--- config.mk ---
export PLATFORM = sky130hd
export DESIGN_NAME = ann_mac_sequencer_flat
export DESIGN_NICKNAME = d
export VERILOG_FILES = /design/src/rtl/ann_mac_sequencer_if.sv /design/src/rtl/ann_mac_sequencer.sv /design/src/flat_wrapper.sv
export SDC_FILE = /design/constraint.sdc
export NUM_CORES = 1
export LEC_CHECK = 0
export BUFFER_PORTS_ARGS = -buffer_cell sky130_fd_sc_hd__buf_2
export CAP_MARGIN = 20
export CORE_ASPECT_RATIO = 1.4
export CORE_MARGIN = 1
export CORE_UTILIZATION = 55
export DETAILED_ROUTE_END_ITERATION = 6
export PLACE_DENSITY = 0.82
export SLEW_MARGIN = 40
export SYNTH_ARGS = -nofsm -noshare
export SYNTH_HDL_FRONTEND = slang
export SYNTH_SLANG_ARGS = --single-unit
--- constraint.sdc ---
create_clock -name clk -period 19.17 [get_ports clk]
set_input_delay 2.8755 -clock clk [delete_from_list [all_inputs] [get_ports clk]]
set_output_delay 2.8755 -clock clk [all_outputs]
set_load 0.01 [all_outputs]
--- src/rtl/ann_mac_sequencer_if.sv ---
// Weight-ROM read port and tanh-unit handshake seen by the MAC sequencer.
// master = sequencer side, slave = ROM / activation side.
interface ann_mac_sequencer_if #(
    parameter int DW = 16
);
    logic          w_rd_en;
    logic [4:0]    w_addr;
    logic [DW-1:0] w_rdata;
    logic          act_req;
    logic [DW-1:0] act_in;
    logic          act_ack;
    logic [DW-1:0] act_out;

    modport master (
        output w_rd_en,
        output w_addr,
        input  w_rdata,
        output act_req,
        output act_in,
        input  act_ack,
        input  act_out
    );

    modport slave (
        input  w_rd_en,
        input  w_addr,
        output w_rdata,
        input  act_req,
        input  act_in,
        output act_ack,
        output act_out
    );
endinterface

--- src/rtl/ann_mac_sequencer.sv ---
// Shared-MAC sequencer for the 2-3-5-1 ternary-XOR network.
// Streams weights from an external ROM, hands pre-activations to a shared tanh.
module ann_mac_sequencer #(
    parameter int DW    = 16,
    parameter int FW    = 12,
    parameter int ACC_W = 22
) (
    input  logic                clk,
    input  logic                rst_n,
    input  logic                start,
    input  logic [1:0]          x_in,
    input  logic [1:0]          y_in,
    output logic                busy,
    output logic                done,
    output logic [1:0]          result,
    ann_mac_sequencer_if.master mac_if
);

    typedef enum logic [2:0] {
        S_IDLE,
        S_L1_MAC,
        S_L1_DRN,
        S_L1_ACT,
        S_L2_MAC,
        S_L2_DRN,
        S_L2_ACT,
        S_DONE
    } state_e;

    localparam logic signed [ACC_W-1:0] SAT_HI = ACC_W'(2 ** (DW - 1) - 1);
    localparam logic signed [ACC_W-1:0] SAT_LO = ~SAT_HI;
    localparam logic signed [DW-1:0]    HALF   = DW'(2 ** (FW - 1));

    state_e                   state_q, state_d;
    logic [2:0]               j_q, j_d;
    logic [2:0]               k_q, k_d;
    logic [1:0]               x_q, x_d;
    logic [1:0]               y_q, y_d;
    logic signed [ACC_W-1:0]  acc_q, acc_d;
    logic signed [DW-1:0]     h_q [5];
    logic signed [DW-1:0]     h_d [5];
    logic [1:0]               pend_q, pend_d;
    logic [1:0]               result_q, result_d;
    logic                     done_q, done_d;

    // Tag of the read whose data is on w_rdata this cycle.
    logic                     rd_vld_q;
    logic [2:0]               rd_k_q;
    logic                     rd_l2_q;

    logic                     w_rd_en;
    logic [4:0]               w_addr;
    logic                     act_req;
    logic [DW-1:0]            act_sat;

    logic signed [ACC_W-1:0]  w_ext;
    logic signed [DW-1:0]     h_sel;
    logic signed [2*DW-1:0]   prod_full;
    logic signed [ACC_W-1:0]  prod_l2;
    logic signed [ACC_W-1:0]  term;
    logic signed [DW-1:0]     act_s;

    function automatic logic signed [ACC_W-1:0] tsel(
        input logic [1:0]              t,
        input logic signed [ACC_W-1:0] w
    );
        logic signed [ACC_W-1:0] r;
        case (t)
            2'b01:   r = w;
            2'b11:   r = -w;
            default: r = '0;
        endcase
        return r;
    endfunction

    assign w_ext = ACC_W'($signed(mac_if.w_rdata));

    always_comb begin
        h_sel = '0;
        case (rd_k_q)
            3'd1:    h_sel = h_q[0];
            3'd2:    h_sel = h_q[1];
            3'd3:    h_sel = h_q[2];
            3'd4:    h_sel = h_q[3];
            3'd5:    h_sel = h_q[4];
            default: h_sel = '0;
        endcase
    end

    // Full-width product, arithmetic shift floors toward -inf.
    assign prod_full = $signed(mac_if.w_rdata) * h_sel;
    assign prod_l2   = ACC_W'(prod_full >>> FW);

    // Bias terms multiply by 1.0, ternary terms are select/negate.
    always_comb begin
        term = w_ext;
        if (rd_k_q != 3'd0) begin
            if (rd_l2_q)
                term = prod_l2;
            else if (rd_k_q == 3'd1)
                term = tsel(x_q, w_ext);
            else
                term = tsel(y_q, w_ext);
        end
    end

    always_comb begin
        if (acc_q > SAT_HI)
            act_sat = SAT_HI[DW-1:0];
        else if (acc_q < SAT_LO)
            act_sat = SAT_LO[DW-1:0];
        else
            act_sat = acc_q[DW-1:0];
    end

    assign act_s = $signed(mac_if.act_out);

    always_comb begin
        state_d  = state_q;
        j_d      = j_q;
        k_d      = k_q;
        x_d      = x_q;
        y_d      = y_q;
        h_d      = h_q;
        acc_d    = rd_vld_q ? acc_q + term : acc_q;
        pend_d   = pend_q;
        result_d = result_q;
        done_d   = 1'b0;
        w_rd_en  = 1'b0;
        w_addr   = '0;
        act_req  = 1'b0;
        unique case (state_q)
            S_IDLE: begin
                if (start) begin
                    state_d = S_L1_MAC;
                    x_d     = x_in;
                    y_d     = y_in;
                    acc_d   = '0;
                    j_d     = '0;
                    k_d     = '0;
                end
            end
            S_L1_MAC: begin
                w_rd_en = 1'b1;
                w_addr  = {2'b00, k_q} * 5'd5 + {2'b00, j_q};
                if (k_q == 3'd2) begin
                    k_d     = '0;
                    state_d = S_L1_DRN;
                end else begin
                    k_d = k_q + 3'd1;
                end
            end
            S_L1_DRN: state_d = S_L1_ACT;
            S_L1_ACT: begin
                act_req = 1'b1;
                if (mac_if.act_ack) begin
                    h_d[j_q] = mac_if.act_out;
                    acc_d    = '0;
                    k_d      = '0;
                    if (j_q == 3'd4) begin
                        j_d     = '0;
                        state_d = S_L2_MAC;
                    end else begin
                        j_d     = j_q + 3'd1;
                        state_d = S_L1_MAC;
                    end
                end
            end
            S_L2_MAC: begin
                w_rd_en = 1'b1;
                w_addr  = 5'd15 + {2'b00, k_q};
                if (k_q == 3'd5) begin
                    k_d     = '0;
                    state_d = S_L2_DRN;
                end else begin
                    k_d = k_q + 3'd1;
                end
            end
            S_L2_DRN: state_d = S_L2_ACT;
            S_L2_ACT: begin
                act_req = 1'b1;
                if (mac_if.act_ack) begin
                    // Strict thresholds: exactly +/-0.5 maps to 0.
                    if (act_s > HALF)
                        pend_d = 2'b01;
                    else if (act_s < -HALF)
                        pend_d = 2'b11;
                    else
                        pend_d = 2'b00;
                    state_d = S_DONE;
                end
            end
            S_DONE: begin
                result_d = pend_q;
                done_d   = 1'b1;
                state_d  = S_IDLE;
            end
            default: state_d = S_IDLE;
        endcase
    end

    always_ff @(posedge clk or negedge rst_n) begin
        if (!rst_n) begin
            state_q  <= S_IDLE;
            j_q      <= '0;
            k_q      <= '0;
            x_q      <= '0;
            y_q      <= '0;
            acc_q    <= '0;
            for (int i = 0; i < 5; i++)
                h_q[i] <= '0;
            pend_q   <= '0;
            result_q <= '0;
            done_q   <= 1'b0;
            rd_vld_q <= 1'b0;
            rd_k_q   <= '0;
            rd_l2_q  <= 1'b0;
        end else begin
            state_q  <= state_d;
            j_q      <= j_d;
            k_q      <= k_d;
            x_q      <= x_d;
            y_q      <= y_d;
            acc_q    <= acc_d;
            h_q      <= h_d;
            pend_q   <= pend_d;
            result_q <= result_d;
            done_q   <= done_d;
            rd_vld_q <= w_rd_en;
            rd_k_q   <= k_q;
            rd_l2_q  <= (state_q == S_L2_MAC);
        end
    end

    assign busy           = (state_q != S_IDLE);
    assign done           = done_q;
    assign result         = result_q;
    assign mac_if.w_rd_en = w_rd_en;
    assign mac_if.w_addr  = w_addr;
    assign mac_if.act_req = act_req;
    assign mac_if.act_in  = act_req ? act_sat : '0;

endmodule

--- src/flat_wrapper.sv ---
// flat-port wrapper written by rule: the top's interface ports become plain ports
module ann_mac_sequencer_flat 
#(
    parameter int DW    = 16,
    parameter int FW    = 12,
    parameter int ACC_W = 22
)
  (clk, rst_n, start, x_in, y_in, busy, done, result, mac_if_w_rd_en, mac_if_w_addr, mac_if_w_rdata, mac_if_act_req, mac_if_act_in, mac_if_act_ack, mac_if_act_out);
  ann_mac_sequencer_if #(.DW(DW)) mac_if_i ();
  input  logic clk;
  input  logic rst_n;
  input  logic start;
  input  logic [1:0] x_in;
  input  logic [1:0] y_in;
  output logic busy;
  output logic done;
  output logic [1:0] result;
  output wire logic [$bits(mac_if_i.w_rd_en)-1:0] mac_if_w_rd_en;
  output wire logic [$bits(mac_if_i.w_addr)-1:0] mac_if_w_addr;
  input wire logic [$bits(mac_if_i.w_rdata)-1:0] mac_if_w_rdata;
  output wire logic [$bits(mac_if_i.act_req)-1:0] mac_if_act_req;
  output wire logic [$bits(mac_if_i.act_in)-1:0] mac_if_act_in;
  input wire logic [$bits(mac_if_i.act_ack)-1:0] mac_if_act_ack;
  input wire logic [$bits(mac_if_i.act_out)-1:0] mac_if_act_out;
  assign mac_if_w_rd_en = mac_if_i.w_rd_en;
  assign mac_if_w_addr = mac_if_i.w_addr;
  assign mac_if_i.w_rdata = mac_if_w_rdata;
  assign mac_if_act_req = mac_if_i.act_req;
  assign mac_if_act_in = mac_if_i.act_in;
  assign mac_if_i.act_ack = mac_if_act_ack;
  assign mac_if_i.act_out = mac_if_act_out;
  ann_mac_sequencer #(.DW(DW), .FW(FW), .ACC_W(ACC_W)) u_core (.clk(clk), .rst_n(rst_n), .start(start), .x_in(x_in), .y_in(y_in), .busy(busy), .done(done), .result(result), .mac_if(mac_if_i));
endmodule
# ---- Word-level counts from Yosys, hierarchy flattened
# Index checks and enable logic that the tools add are counted.
dict set report classes {
  n_eq_ne 24
  magnitude_cmp 6
  n_reduce_logical 14
  n_mul 2
  bitwise_logic 1
  add_sub_neg 6
  n_mux 37
}
# operator n
set op_table {}
lappend op_table {{two-way mux 22 bit} 6}
lappend op_table {{case mux 22 bit (2 select lines)} 3}
lappend op_table {{bitwise mux 80 bit} 1}
lappend op_table {{case mux 16 bit (5 select lines)} 1}
lappend op_table {{two-way mux 16 bit} 4}
lappend op_table {{demux 16 bit (select 3 bit)} 1}
lappend op_table {{two-way mux 3 bit} 12}
lappend op_table {{multiplier 16 x 16 -> 32 bit} 1}
lappend op_table {{== test 3 bit, second input constant} 8}
lappend op_table {{case mux 3 bit (8 select lines)} 1}
lappend op_table {{adder 22 bit} 1}
lappend op_table {{> comparator 22 x 16 -> 1 bit, second input constant} 1}
lappend op_table {{less-than comparator 22 x 16 -> 1 bit, second input constant} 1}
lappend op_table {{negator 16 -> 22 bit} 1}
lappend op_table {{> comparator 16 x 13 -> 1 bit, second input constant} 1}
lappend op_table {{less-than comparator 16 x 12 -> 1 bit, second input constant} 1}
lappend op_table {{== test 3 x 2 -> 1 bit, second input constant} 5}
lappend op_table {{case mux 3 bit (4 select lines)} 1}
lappend op_table {{case mux 5 bit (2 select lines)} 1}
lappend op_table {{adder 3 x 1 -> 3 bit, second input constant} 2}
lappend op_table {{== test 3 x 1 -> 1 bit, second input constant} 2}
lappend op_table {{inequality test 2 bit, second input constant} 3}
lappend op_table {{case mux 3 bit (2 select lines)} 1}
lappend op_table {{AND reduction 2 bit} 3}
lappend op_table {{other kinds (19)} 28}
dict set report totals {
  output_inout_bits 27
  regBits 125
  inputBits 40
}

# ---- Depth between registers and ports, before layout
# Gate-level depths: netlist of the first run.
dict set report logic_depth {
  ltp_word 9
  mapped_depth 40
}

# ---- Worst setup path before layout of the first run
# Ideal clock, no wire load.
dict set report synth_path {
  path_kind {input-to-reg}
  start {input mac_if_w_rdata[10]}
  end {register u_core.acc_q[21]}
  path_stages 32
  setup_time_ns 0.120
  slack_ns 8.549
  path_buffers 2
  arrival_ns 10.501
  required_ns 19.050
  cell_sequence {clkbuf_1 > clkbuf_1 > nand2_1 > fa_1 > fa_1 > fa_1 > fa_1 > inv_1 > fa_1 > inv_1 > fa_1 > inv_1 > ha_1 > inv_1 > nor2_1 > a41oi_1 > a31oi_1 > o311a_1 > o311ai_0 > nand2b_1 > mux2i_1 > a211oi_1 > ha_1 > a21o_1 > a21o_1 > a211oi_1 > o21ai_0 > a31oi_1 > a211o_1 > mux2_1 > a31oi_1 > nand2_1}
}
dict set report synth_via {
  elab_chain_cells 9
  word_cells_on_any_way 12
  cone_classes {2 x add/sub; 1 x mul; 9 x mux}
}
# element line
set synth_rtl {}
lappend synth_rtl {{start, declared} flat_wrapper.sv:20} ;# input wire logic [$bits(mac_if_i.w_rdata)-1:0] mac_if_w_rdata;
lappend synth_rtl {{parallel branches: the longest is 4 deep, another holds multiplier 16 x 16 -> 32 bit} n/a}
lappend synth_rtl {{two-way mux 22 bit (*)} ann_mac_sequencer.sv:97} ;# if (rd_k_q != 3'd0) begin
lappend synth_rtl {{adder 22 bit (*)} ann_mac_sequencer.sv:125} ;# acc_d = rd_vld_q ? acc_q + term : acc_q;
lappend synth_rtl {{two-way mux 22 bit (*)} ann_mac_sequencer.sv:125}
lappend synth_rtl {{two-way mux 22 bit, on equally long branches} {ann_mac_sequencer.sv:156, ann_mac_sequencer.sv:134}}
lappend synth_rtl {{case mux 22 bit (2 select lines) (*)} ann_mac_sequencer.sv:132} ;# unique case (state_q)
lappend synth_rtl {{via u_core.acc_d[21]} ann_mac_sequencer.sv:39} ;# logic signed [ACC_W-1:0] acc_q, acc_d;
lappend synth_rtl {{end signal, assigned} ann_mac_sequencer.sv:209} ;# acc_q <= '0;
lappend synth_rtl {{end signal, assigned} ann_mac_sequencer.sv:224} ;# acc_q <= acc_d;
lappend synth_rtl {{end, declared} ann_mac_sequencer.sv:39}
# Mark *: on every way through the listed nets, which the timed path passes.
# A chain may end at the register's enable or synchronous reset.

# ---- Worst setup path after layout of the first run
# Same ends and word-level chain as after synthesis.

==> run_results.csv, run 1 <==
group,metric,value,unit
synthesis,syn-num-nets,2312,
drt,wirelength,45.25,mm
hold_path,min_to,"u_core.pend_q[1]",
synthesis,ys_ff_latch,125,
synthesis,yosysUniqueCellTypes,70,
sta,slew_headroom,42.18,%
synthesis,synthArstFlopShare,100.0,%
clocking,cts.sinks,125,
drt,vias_per_cell,6.024,
sta,rsz0062_at_grt,"false",
sta,min_period,10.82,ns
critical_path,cp_common_cell,"fa_1",
final_layout,syn_to_final_growth,7.067,%
floorplan,initial_core_util,55.70,%
clocking,cts_hold_buffers,0,
hold_path,hold_path_class,"flip-flop to flip-flop",
sta,setup_violations,0,
sta,fin_skew,0.01567,ns
sta,worst_slew_pin_slew,0.8673,ns
critical_path,cp_max_fo,22,
global_route,overflow,0,
job,max_cap_violations,0,
floorplan,dieArea,32630,um^2
floorplan,ios,67,
drt,firstDrtPassIters,5,
global_route,grt_max_degree,69,
critical_path,critPathSlowestCell,"fa_1",
synthesis,ys_warn_count,0,
sta,drv_slew,0,
drt,drt_iter0_markers,1014,
global_route,antenna_found_initial,2,
outcome,run_status,"finished clean",
hold_path,hold_depth,2,
sta,hold_viol,0,
clocking,clk_pin_slew,0.06,ns
drt,detail-route-antenna-nets,0,
critical_path,path_buf_inv,5,
critical_path,cp.required,19.49,ns
floorplan,row_count,77,
synthesis,synth_top_area_share,30.01,%
clocking,cts-root-buf,"clkbuf_16",
synthesis,ys_seq_area_share,17.83,%
global_route,grt_pass1_vias,15220,
drt,num_vias,13900,
sta,min_period_over_period,56.44,%
critical_path,startpoint_type,"primary input",
floorplan,coreArea,31500,um^2
synthesis,netlist_instances,1886,
synthesis,yosysTopAreaCell,"fa_1",
placed_design,place_congestion,0.9599,
critical_path,path_delay_family,"adder cells",
placed_design,portBuffers,66,
synthesis,syn_avg_cell_area,9.304,um^2
clocking,postCtsSetupRepairBufs,0,
synthesis,ys_top_cells_by_area,"fa_1 30%, dfrtp_1 18%, ha_1 8.8%",
critical_path,worstPathArrival,11.14,ns
clocking,numCtsBuffers,17,
clocking,clockBufferDepth,2,
drt,drc,0,
critical_path,worstRegToRegCells,34,
clocking,cts_htree_levels,4,
synthesis,synth-edff-count,0,
final_layout,final_common_cell,"inv_1",
synthesis,syn-cell-area,17550,um^2
critical_path,r2r-start,"u_core.rd_k_q[0]",
critical_path,end_kind,"flip-flop",
critical_path,cp_slowest_stage_delay,0.57,ns
final_layout,final_nets,2324,
clocking,cts_resized,0,
clocking,clock_latency,0.44,ns
critical_path,r2r_slack,8.73,ns
critical_path,path_class,"primary input to flip-flop",
floorplan,die_width,153.0,um
global_route,grt_pass1_wl,75.21,mm
floorplan,dieHeight,213.3,um
placed_design,post-dp-hpwl,34.38,mm
synthesis,synthFlopType,"dfrtp_1",
global_route,grt.total_usage,29.58,%
final_layout,drive_gt1_share,11.67,%
hold_path,min_from,"u_core.pend_q[1]",
final_layout,mostFrequentLayoutCells,"328 x inv_1, 263 x fa_1, 192 x nand2_1",
critical_path,rr_endpoint,"u_core.acc_q[21]",
sta,max_freq,92.43,MHz
clocking,cts_tree,"built",
sta,fin_setup_tns,0,ns
drt,wl_per_cell,19.61,um
==> sequential cells by signal, indices dropped and copies added, names as in the netlist <==
name             flops
u_core.h_q          80
u_core.j_q           3
u_core.k_q           3
u_core.y_q           2
u_core.state_q       3
u_core.rd_k_q        3
u_core.rd_l2_q       1
u_core.x_q           2
u_core.rd_vld_q      1
u_core.done          1
u_core.result        2
u_core.pend_q        2
u_core.acc_q        22
==> worst min-delay path: stages (launching register included) <==
cell and delay (ns):
dfrtp_1 0.34, nand2_1 0.04, o21ai_0 0.07
==> cell type report <==
type / instances / area [um^2]
timing repair buffer: 74 / 396.6
clock buffer: 17 / 425.4
inverter: 328 / 1231
antenna: 1 / 2.502
tap: 395 / 494.2
clock inverter: 15 / 209.0
multi-input combinational: 1352 / 12900
fill: 2535 / 12720
sequential: 125 / 3129
==> synth_stat cells, types with 17 or more instances <==
cell / instances
inv_1: 328
fa_1: 263
nand2_1: 192
dfrtp_1: 125
ha_1: 123
and2_1: 117
nor2_1: 101
mux2_2: 90
clkbuf_1: 68
o21ai_0: 67
a21oi_1: 51
mux2i_1: 35
xnor2_1: 29
nand3_1: 28
nor3_1: 23
a21o_1: 21
a31oi_1: 17
==> metal layers <==
layer | track usage, % | vias to the layer above | share of wire (%)
met3 | 5.133 | 203 | 6.3
met2 | 53.86 | 611 | 52
met4 | 20.17 | 2 | 6.9
met1 | 31.52 | 6999 | 34
met5 | 0 | - | 0.024
li1 | - | 6082 | -
==> worst max-delay path by stage <==
stage,from,endpoint,slack [ns],cells after the start
6_report,mac_if_w_rdata[10],u_core.acc_q[21],8.35,31
5_1_grt,mac_if_w_rdata[10],u_core.acc_q[21],7.88,31
3_3_place_gp,mac_if_w_rdata[10],u_core.acc_q[21],8.30,31
3_5_place_dp,mac_if_w_rdata[10],u_core.acc_q[21],8.09,31
4_1_cts,mac_if_w_rdata[10],u_core.acc_q[21],8.47,31
2_1_floorplan,mac_if_w_rdata[10],u_core.acc_q[21],8.55,32
==> cells by family after synthesis <==
logic type                 share of synthesized area (%)
and+or+nand+nor                                    15.38
buffers and inverters                              8.878
adders and majority gates                          38.78
AOI/OAI and AO/OA                                  9.355
muxes                                              7.837
DFF                                                17.83
xor gates and xnor gates                           1.947
==> metrics by stage <==
stage	cell area (um^2)	utilization [%]	worst slack [ns]	instances	hold slack, ns
4_1_cts	18770	59.58	8.466	2306	0.4908
5_1_grt	18790	59.63	7.879	2307	0.5098
2_1_floorplan	17550	-	8.549	1886	0.4460
3_5_place_dp	18140	57.57	8.088	2274	0.4699
3_3_place_gp	18110	57.47	8.295	2273	0.4672
6_report	18790	59.63	8.351	2307	0.4924
Power of run 1 is not shown: default switching activity piles up to over one toggle a cycle in this logic, so the estimate is an artifact.
==> run 2: changes to the inputs <==
--- a/config.mk
+++ b/config.mk
@@ -11,7 +11,7 @@
 export CORE_MARGIN = 1
 export CORE_UTILIZATION = 55
 export DETAILED_ROUTE_END_ITERATION = 6
-export PLACE_DENSITY = 0.82
+export PLACE_DENSITY = 0.85
 export SLEW_MARGIN = 40
 export SYNTH_ARGS = -nofsm -noshare
 export SYNTH_HDL_FRONTEND = slang
==> constraint.sdc (replaced) <==
create_clock -name clk -period 8.8 [get_ports clk]
set_input_delay 1.32 -clock clk [delete_from_list [all_inputs] [get_ports clk]]
set_output_delay 1.32 -clock clk [all_outputs]
set_load 0.01 [all_outputs]
==> run 2 against run 1 <==
- the flow now finishes with violations (negative setup slack)
- critical path type is now flip-flop to flip-flop
- first-iteration DRC count is 26% higher
- sequential share of layout area is 1.8 points lower
- clock skew hardly changed
- routed wire length is 13% higher
- die area stayed put
- final area is 12% higher
- register-to-register slack worse by 9.1 ns
- hold slack better by 0.016 ns
- clock-buffer cell count stayed put
==> run_results.csv, run 2 (synthesis results as in run 1) <==
group,metric,value,unit
hold_path,hold_path_class,"flip-flop to flip-flop",
critical_path,cp_slowest_stage_delay,0.54,ns
drt,drc,0,
placed_design,portBuffers,66,
job,max_cap_violations,0,
clocking,clk_pin_slew,0.07,ns
sta,setup_violations,4,
global_route,overflow,0,
critical_path,path_depth,36,
final_layout,largest_reg_flops,80,
final_layout,final_common_cell,"inv_1",
critical_path,critPathSlowestCell,"fa_1",
global_route,grt_pass1_wl,78.29,mm
floorplan,die_width,153.0,um
hold_path,min_to,"u_core.h_q[40]",
critical_path,cp_common_cell,"fa_1",
drt,drt_iter0_markers,1276,
critical_path,cp_max_fo,6,
final_layout,drive_gt1_share,24.99,%
hold_path,min_from,"u_core.h_q[40]",
final_layout,fin_cells,2506,
critical_path,path_delay_family,"adder cells",
critical_path,path_class,"flip-flop to flip-flop",
final_layout,mostFrequentLayoutCells,"326 x inv_1, 255 x fa_1, 188 x nand2_1",
clocking,cts-root-buf,"clkbuf_16",
critical_path,worstRegToRegCells,36,
floorplan,ios,67,
critical_path,r2r-start,"u_core.rd_k_q[0]",
drt,wl_per_cell,20.45,um
clocking,cts_hold_buffers,0,
sta,slew_headroom,43.61,%
placed_design,post-dp-hpwl,37.25,mm
drt,wl_met1,16.83,mm
final_layout,regMostFlops,"u_core.h_q",
sta,min_period_over_period,104.0,%
clocking,cts.sinks,125,
critical_path,worstPathArrival,9.47,ns
sta,setup_ws,-0.3506,ns
drt,top_layer,"met5",
global_route,grt_max_degree,84,
drt,num_vias,15340,
sta,rsz0062_at_grt,"true",
critical_path,path_buf_inv,8,
critical_path,r2r_slack,-0.35,ns
outcome,violations,"negative setup slack",
drt,wl_met2,26.76,mm
global_route,antenna_found_initial,3,
critical_path,end_kind,"flip-flop",
floorplan,row_count,77,
global_route,grt_pass1_vias,15830,
sta,worst_slew_pin_slew,0.8458,ns
clocking,cts_htree_levels,4,
placed_design,preCtsSetupSlack,-0.3907,ns
critical_path,cp.required,9.12,ns
drt,wirelength,51.26,mm
final_layout,final_nets,2522,
clocking,numCtsBuffers,17,
clocking,cts_tree,"built",
critical_path,startpoint_type,"flip-flop",
outcome,run_status,"finished with violations",
final_layout,reg_top3,"u_core.h_q: 80 flops, u_core.acc_q: 22 flops",
drt,firstDrtPassIters,6,
sta,max_freq,109.3,MHz
sta,min_period,9.151,ns
hold_path,hold_depth,1,
global_route,grt.total_usage,30.52,%
drt,detail-route-antenna-nets,0,
sta,drv_slew,0,
placed_design,place_congestion,0.9673,
floorplan,dieArea,32630,um^2
final_layout,n_fill_cell,2043,
sta,fin_skew,0.01534,ns
drt,vias_per_cell,6.119,
clocking,clockBufferDepth,2,
critical_path,rr_endpoint,"u_core.acc_q[21]",
final_layout,syn_to_final_growth,20.10,%
floorplan,initial_core_util,55.70,%
drt,wl_met3,3.765,mm
sta,hold_viol,0,
floorplan,coreArea,31500,um^2
floorplan,dieHeight,213.3,um
sta,whs,0.5079,ns
clocking,clock_latency,0.43,ns
placed_design,dp.cells,2432,
[run 2: cell count changes in the layout (fill, tap and decap cells not counted), sizes merged]
cell      previous run  this run
bufinv               4         1
clkinvlp             0         2
clkbuf              17        18
diode                1         2
inv                333       334
buf                 74       271
[run 2: worst max-delay path by stage]
stage | endpoint | startpoint
after floorplan | u_core.acc_q[21] | u_core.rd_k_q[0]
after global placement | u_core.acc_q[20] | mac_if_w_rdata[5]
after detailed placement | u_core.acc_q[20] | mac_if_w_rdata[5]
after CTS | u_core.acc_q[20] | u_core.rd_k_q[0]
after global routing | u_core.acc_q[21] | u_core.rd_k_q[0]
final | u_core.acc_q[21] | u_core.rd_k_q[0]
[run 2: area by class of cell]
cell class / count / area, um^2 / area share [%]
multi-input cells: 1352 / 13540 / 64.26
diodes: 2 / 5.005 / 0.02375
inverters: 328 / 1231 / 5.842
repair buffers: 272 / 2106 / 9.992
flip-flops and latches: 125 / 3133 / 14.87
clock buffers: 17 / 425.4 / 2.019
clock inverters: 15 / 137.6 / 0.6531
well taps: 395 / 494.2 / 2.345
[run 2: through the flow]
step,util [%],setup TNS (ns),instance area [um^2]
finish,66.89,-0.8070,21070
CTS,64.45,-0.001463,20300
global placement,61.63,-0.4586,19420
detailed placement,61.69,-1.757,19430
floorplan,-,0,17580
global route,66.88,-2.212,21070
[run 2: per-layer routing]
metal	global-route usage [%]	vias up
met1	33.06	7613
met3	4.810	325
li1	-	6496
met2	55.76	895
met5	0	-
met4	19.85	6
[run 2: timing repair]
item                       in CTS  in global routing
gates resized for setup        47                120
gates cloned                    1                  1
buffers inserted               10                 29
setup endpoints to repair      10                 13
pin swaps                      25                 55
Power of run 2 is left out for the same reason.
